[src/rtl/uart_rx_ctrl.sv]
// 8N1 UART receiver: two-flop input synchronizer, mid-bit sampling FSM and
// sticky status flags (valid, frame error, overrun) for the bus register block.
module uart_rx_ctrl #(
    parameter int CLKS_PER_BIT = 434,
    parameter int HALF_BIT     = CLKS_PER_BIT / 2
) (
    input  logic       clk,
    input  logic       rst,
    input  logic       rx_i,
    input  logic       clear_i,
    output logic [7:0] rx_data_o,
    output logic       rx_flag_o,
    output logic       frame_err_o,
    output logic       overrun_o,
    output logic       rx_busy_o,
    output logic [2:0] rx_state_o
);

    localparam int CW = $clog2(CLKS_PER_BIT);
    localparam logic [CW-1:0] HALF_LAST = CW'(HALF_BIT - 1);
    localparam logic [CW-1:0] BIT_LAST  = CW'(CLKS_PER_BIT - 1);

    typedef enum logic [2:0] {
        IDLE  = 3'b000,
        START = 3'b001,
        DATA  = 3'b010,
        STOP  = 3'b011,
        DONE  = 3'b100
    } state_e;

    state_e        state_q, state_d;
    logic [CW-1:0] cnt_q, cnt_d;
    logic [2:0]    bit_q, bit_d;
    logic [7:0]    shift_q, shift_d;
    logic          stop_q, stop_d;
    logic [7:0]    data_q, data_d;
    logic          flag_q, flag_d;
    logic          ferr_q, ferr_d;
    logic          ovr_q, ovr_d;
    logic          rx_meta_q, rxs_q;

    // NOTE: every variable gets a default before the case statement, so no
    // path through this block can leave one unassigned and infer a latch.
    always_comb begin
        state_d = state_q;
        cnt_d   = cnt_q + 1'b1;
        bit_d   = bit_q;
        shift_d = shift_q;
        stop_d  = stop_q;
        data_d  = data_q;
        flag_d  = flag_q & ~clear_i;
        ferr_d  = ferr_q & ~clear_i;
        ovr_d   = ovr_q & ~clear_i;

        unique case (state_q)
            IDLE: begin
                cnt_d = '0;
                if (!rxs_q) state_d = START;
            end
            START: begin
                if (cnt_q == HALF_LAST) begin
                    cnt_d = '0;
                    // A line that is high again at mid start bit was only a glitch.
                    if (!rxs_q) begin
                        state_d = DATA;
                        bit_d   = '0;
                    end else begin
                        state_d = IDLE;
                    end
                end
            end
            DATA: begin
                if (cnt_q == BIT_LAST) begin
                    cnt_d   = '0;
                    shift_d = {rxs_q, shift_q[7:1]};
                    bit_d   = bit_q + 3'd1;
                    if (bit_q == 3'd7) state_d = STOP;
                end
            end
            STOP: begin
                if (cnt_q == BIT_LAST) begin
                    cnt_d   = '0;
                    stop_d  = rxs_q;
                    state_d = DONE;
                end
            end
            DONE: begin
                cnt_d   = '0;
                state_d = IDLE;
                data_d  = shift_q;
                // A completing frame outranks a simultaneous clear.
                if (stop_q) begin
                    flag_d = 1'b1;
                    if (flag_q) ovr_d = 1'b1;
                end else begin
                    ferr_d = 1'b1;
                end
            end
            default: begin
                cnt_d   = '0;
                state_d = IDLE;
            end
        endcase
    end

    // NOTE: sequential state uses non-blocking assignments so every flop
    // samples the pre-edge value of the others, matching real hardware.
    always_ff @(posedge clk) begin
        if (rst) begin
            rx_meta_q <= 1'b1;
            rxs_q     <= 1'b1;
            state_q   <= IDLE;
            cnt_q     <= '0;
            bit_q     <= '0;
            shift_q   <= '0;
            stop_q    <= 1'b0;
            data_q    <= '0;
            flag_q    <= 1'b0;
            ferr_q    <= 1'b0;
            ovr_q     <= 1'b0;
        end else begin
            rx_meta_q <= rx_i;
            rxs_q     <= rx_meta_q;
            state_q   <= state_d;
            cnt_q     <= cnt_d;
            bit_q     <= bit_d;
            shift_q   <= shift_d;
            stop_q    <= stop_d;
            data_q    <= data_d;
            flag_q    <= flag_d;
            ferr_q    <= ferr_d;
            ovr_q     <= ovr_d;
        end
    end

    assign rx_data_o   = data_q;
    assign rx_flag_o   = flag_q;
    assign frame_err_o = ferr_q;
    assign overrun_o   = ovr_q;
    assign rx_busy_o   = (state_q != IDLE);
    assign rx_state_o  = state_q;

endmodule

[config.mk]
export PLATFORM = sky130hd
export DESIGN_NAME = uart_rx_ctrl
export DESIGN_NICKNAME = d
export VERILOG_FILES = /design/src/rtl/uart_rx_ctrl.sv
export SDC_FILE = /design/constraint.sdc
export NUM_CORES = 1
export LEC_CHECK = 0
export ABC_AREA = 1
export BUFFER_PORTS_ARGS = -buffer_cell sky130_fd_sc_hd__clkbuf_2
export CAP_MARGIN = 10
export CORE_MARGIN = 3
export CORE_UTILIZATION = 55
export CTS_CLUSTER_DIAMETER = 150
export DETAILED_ROUTE_END_ITERATION = 16
export HOLD_SLACK_MARGIN = 0.15
export PLACE_DENSITY = 0.85
export SLEW_MARGIN = 20
export SYNTH_ARGS = -nofsm -noshare
export SYNTH_HDL_FRONTEND = slang
export SYNTH_SLANG_ARGS = --single-unit
export TNS_END_PERCENT = 100
[constraint.sdc]
create_clock -name clk -period 2.1 [get_ports clk]
set_clock_uncertainty 0.1 [all_clocks]
set_input_delay 0 -clock clk [delete_from_list [all_inputs] [get_ports clk]]
set_output_delay 0 -clock clk [all_outputs]
set_load 0.05 [all_outputs]
==> results.json <==
{
  "yosysWarnings": 0,
  "rsz0062_at_grt": "no",
  "synth_common_cells": "dfxtp_1 (37), nand2_1 (31), inv_1 (30)",
  "grt_pass1_wl_um": 5375,
  "initial_core_util_pct": 59.01,
  "seqCellArea_um2": 740.7,
  "synthTopCellsByArea": "dfxtp_1 (45%), nand2_1 (7.0%), inv_1 (6.8%), nor2_1 (6.3%), a21oi_1 (5.7%)",
  "drv_slew": 0,
  "place_worst_setup_slack_ns": 0.4814,
  "fin_area_um2": 1868,
  "dr.pass1.iters": 4,
  "cts_buffers": 5,
  "synth-async-reset-ratio_pct": 0,
  "dpl_cell_area_um2": 1763,
  "layout_min_cycle_time_ns": 1.886,
  "setup_slack_ns": 0.2138,
  "clk_latency_ns": 0.34,
  "synth.most_common_cell": "dfxtp_1",
  "p_sw_uw": 352.7,
  "drt_iter0_drc": 55,
  "hpwl_um": 2280,
  "clkPwrFrac_pct": 28.6,
  "drive_gt1_share_pct": 20.90,
  "die_h_um": 60.86,
  "setup.worst_path.start_class": "flop",
  "drtAntennaViolNets": 0,
  "setup_viol": 0,
  "die_w_um": 60.86,
  "ys_ff_latch": 37,
  "antenna_found_initial": 0,
  "p_int_uw": 888.3,
  "synth_top_cell_area_share_pct": 44.75,
  "synth_cell_types": 26,
  "leakagePower_uw": 0.0008165,
  "hold_path_class": "flop to flop",
  "syn2layout_area_growth_pct": 12.85,
  "core_area_um2": 2805,
  "crit_type": "flop to flop",
  "vdd_drop_max_uv": 523.9,
  "cts_tree": "done",
  "synth_edf_count": 0,
  "tns_ns": 0,
  "cp.arrival_ns": 2.03,
  "end_kind": "flop",
  "cap_violations": 0,
  "hold_viol_final": 0,
  "swShare_pct": 28.42,
  "timing.max_slew.rel_slack_pct": 74.08,
  "grt.total_usage_pct": 19.73,
  "io_pins": 19,
  "status": "finished, final reports clean",
  "yosysSeqAreaShare_pct": 44.75,
  "synth_top_cell_by_area": "dfxtp_1",
  "grt-ovfl-total": 0,
  "dpl.cell_count": 262,
  "viasPerCell": 5.036,
  "crit_path_max_fanout": 15,
  "rows": 19,
  "first_global_vias": 1295,
  "wirelength_um": 3024,
  "clk_pin_slew_ns": 0.11,
  "antenna_cells": 0,
  "postCtsSetupRepairBufs": 0,
  "final_cells": 275,
  "required_ns": 2.24,
  "nNetsFinal": 252,
  "pwr_density_cell_nw_per_um2": 664.3,
  "cts.sinks": 37,
  "synth_area_um2": 1655,
  "tightest_slew_ns": 0.3883,
  "port_buffers": 18,
  "synth_flop_cell": "dfxtp_1",
  "reg2reg_from": "rx_state_o[0]",
  "multi_input_area_um2": 765.7,
  "r2r_slack_ns": 0.21,
  "clk_path_buf_depth": 2,
  "p_total_uw": 1241,
  "fin_crit_sh_pct": 89.82,
  "fillCellCount": 242,
  "combPwrFrac_pct": 13.3,
  "synth_area_per_cell_um2": 7.628,
  "worstHoldStart": "rx_meta_q",
  "drc": 0,
  "cts_root_buffer": "clkbuf_4",
  "cts-htree-levels": 2,
  "wire_per_inst_um": 11.00,
  "grt_max_degree": 17,
  "gp_congestion": 0.8063,
  "seqPwrFrac_pct": 58.2,
  "die_area_um2": 3704,
  "synthCells": 217,
  "synth_fp_nets": 226,
  "cp-startpoint": "rx_state_o[0]",
  "vias": 1385,
  "timing.fmax_mhz": 530.2
}
state kept, by name (all words and copies together), names as in the netlist:
register     count
rxs_q            1
rx_state_o       3
bit_q            3
rx_flag_o        1
frame_err_o      1
rx_data_o        8
overrun_o        1
rx_meta_q        1
cnt_q            9
shift_q          8
stop_q           1
path summary, 6_finish.rpt:
kind,depth (start not counted),end
hold reg to reg,1,rxs_q
hold / removal,1,rxs_q
setup reg to reg,6,frame_err_o
setup / recovery,6,frame_err_o
metal layers:
metal | up-vias | track usage [%] | part of all wire, %
li1 | 736 | - | -
met1 | 611 | 23.70 | 47
met2 | 28 | 30.99 | 47
met3 | 10 | 6.596 | 4.2
met4 | 0 | 10.84 | 2.6
met5 | - | 0 | 0
worst max-delay path: stages, from the launching register on:
cell and delay (ns):
dfxtp_1 0.41, nor2_1 0.09, nand2_1 0.18, clkinvlp_4 0.27
nand2_1 0.11, a21oi_1 0.06, dlygate4sd3_1 0.55
through the flow:
stage	util (%)	hold WS, ns
after floorplan	-	0.003811
after global placement	62.85	0.08340
after detailed placement	62.85	0.1057
after CTS	66.46	0.3421
after global routing	66.59	0.3559
final	66.59	0.3380
kinds of logic (layout without fill, tap and decap cells):
| kind of cell | Yosys count | after routing | synth area share, % |
|---|---|---|---|
| fa+ha+maj | 5 | 5 | 3.779 |
| compound gates | 42 | 42 | 13.61 |
| xor+xnor | 3 | 3 | 1.588 |
| simple gates | 93 | 93 | 27.29 |
| buf+inv | 37 | 64 | 8.995 |
| flops | 37 | 37 | 44.75 |
cell type report:
type                       count  share of cell area (%)
clock buffer                   6                   2.210
tap                           31                   2.076
inverter                      32                   6.631
clock inverter                 2                  0.5358
timing repair buffer          24                   7.904
multi-input combinational    143                   40.99
sequential                    37                   39.65
cells in the final DEF (no fill, tap or decap), drive strengths merged:
cell and count:
a21oi 22, buf 1, clkbuf 24, clkinv 2
clkinvlp 1, dfxtp 37, dlygate4sd3 5, ha 5
inv 31, nand2 41, nand3 8, nor2 33
nor3 7, nor3b 1, nor4 1, o21ai 20
or2 2, xnor2 2, xor2 1
power groups by stage:
stage                     logic, uW  clock network [uW]  registers [uW]
final                           165                 355             722
after global routing            184                 398             725
after CTS                       166                 366             722
after detailed placement        160                   0             738
after global placement          156                   0             737
after floorplan                 111                   0             752
repair_timing:
action / CTS / global route
hold endpoints to repair: 9 / 0
endpoints found under the setup margin: 0 / 1
hold buffers: 5 / 0
resized for setup: 0 / 1
No activity file was read; power rests on OpenSTA's default activity.
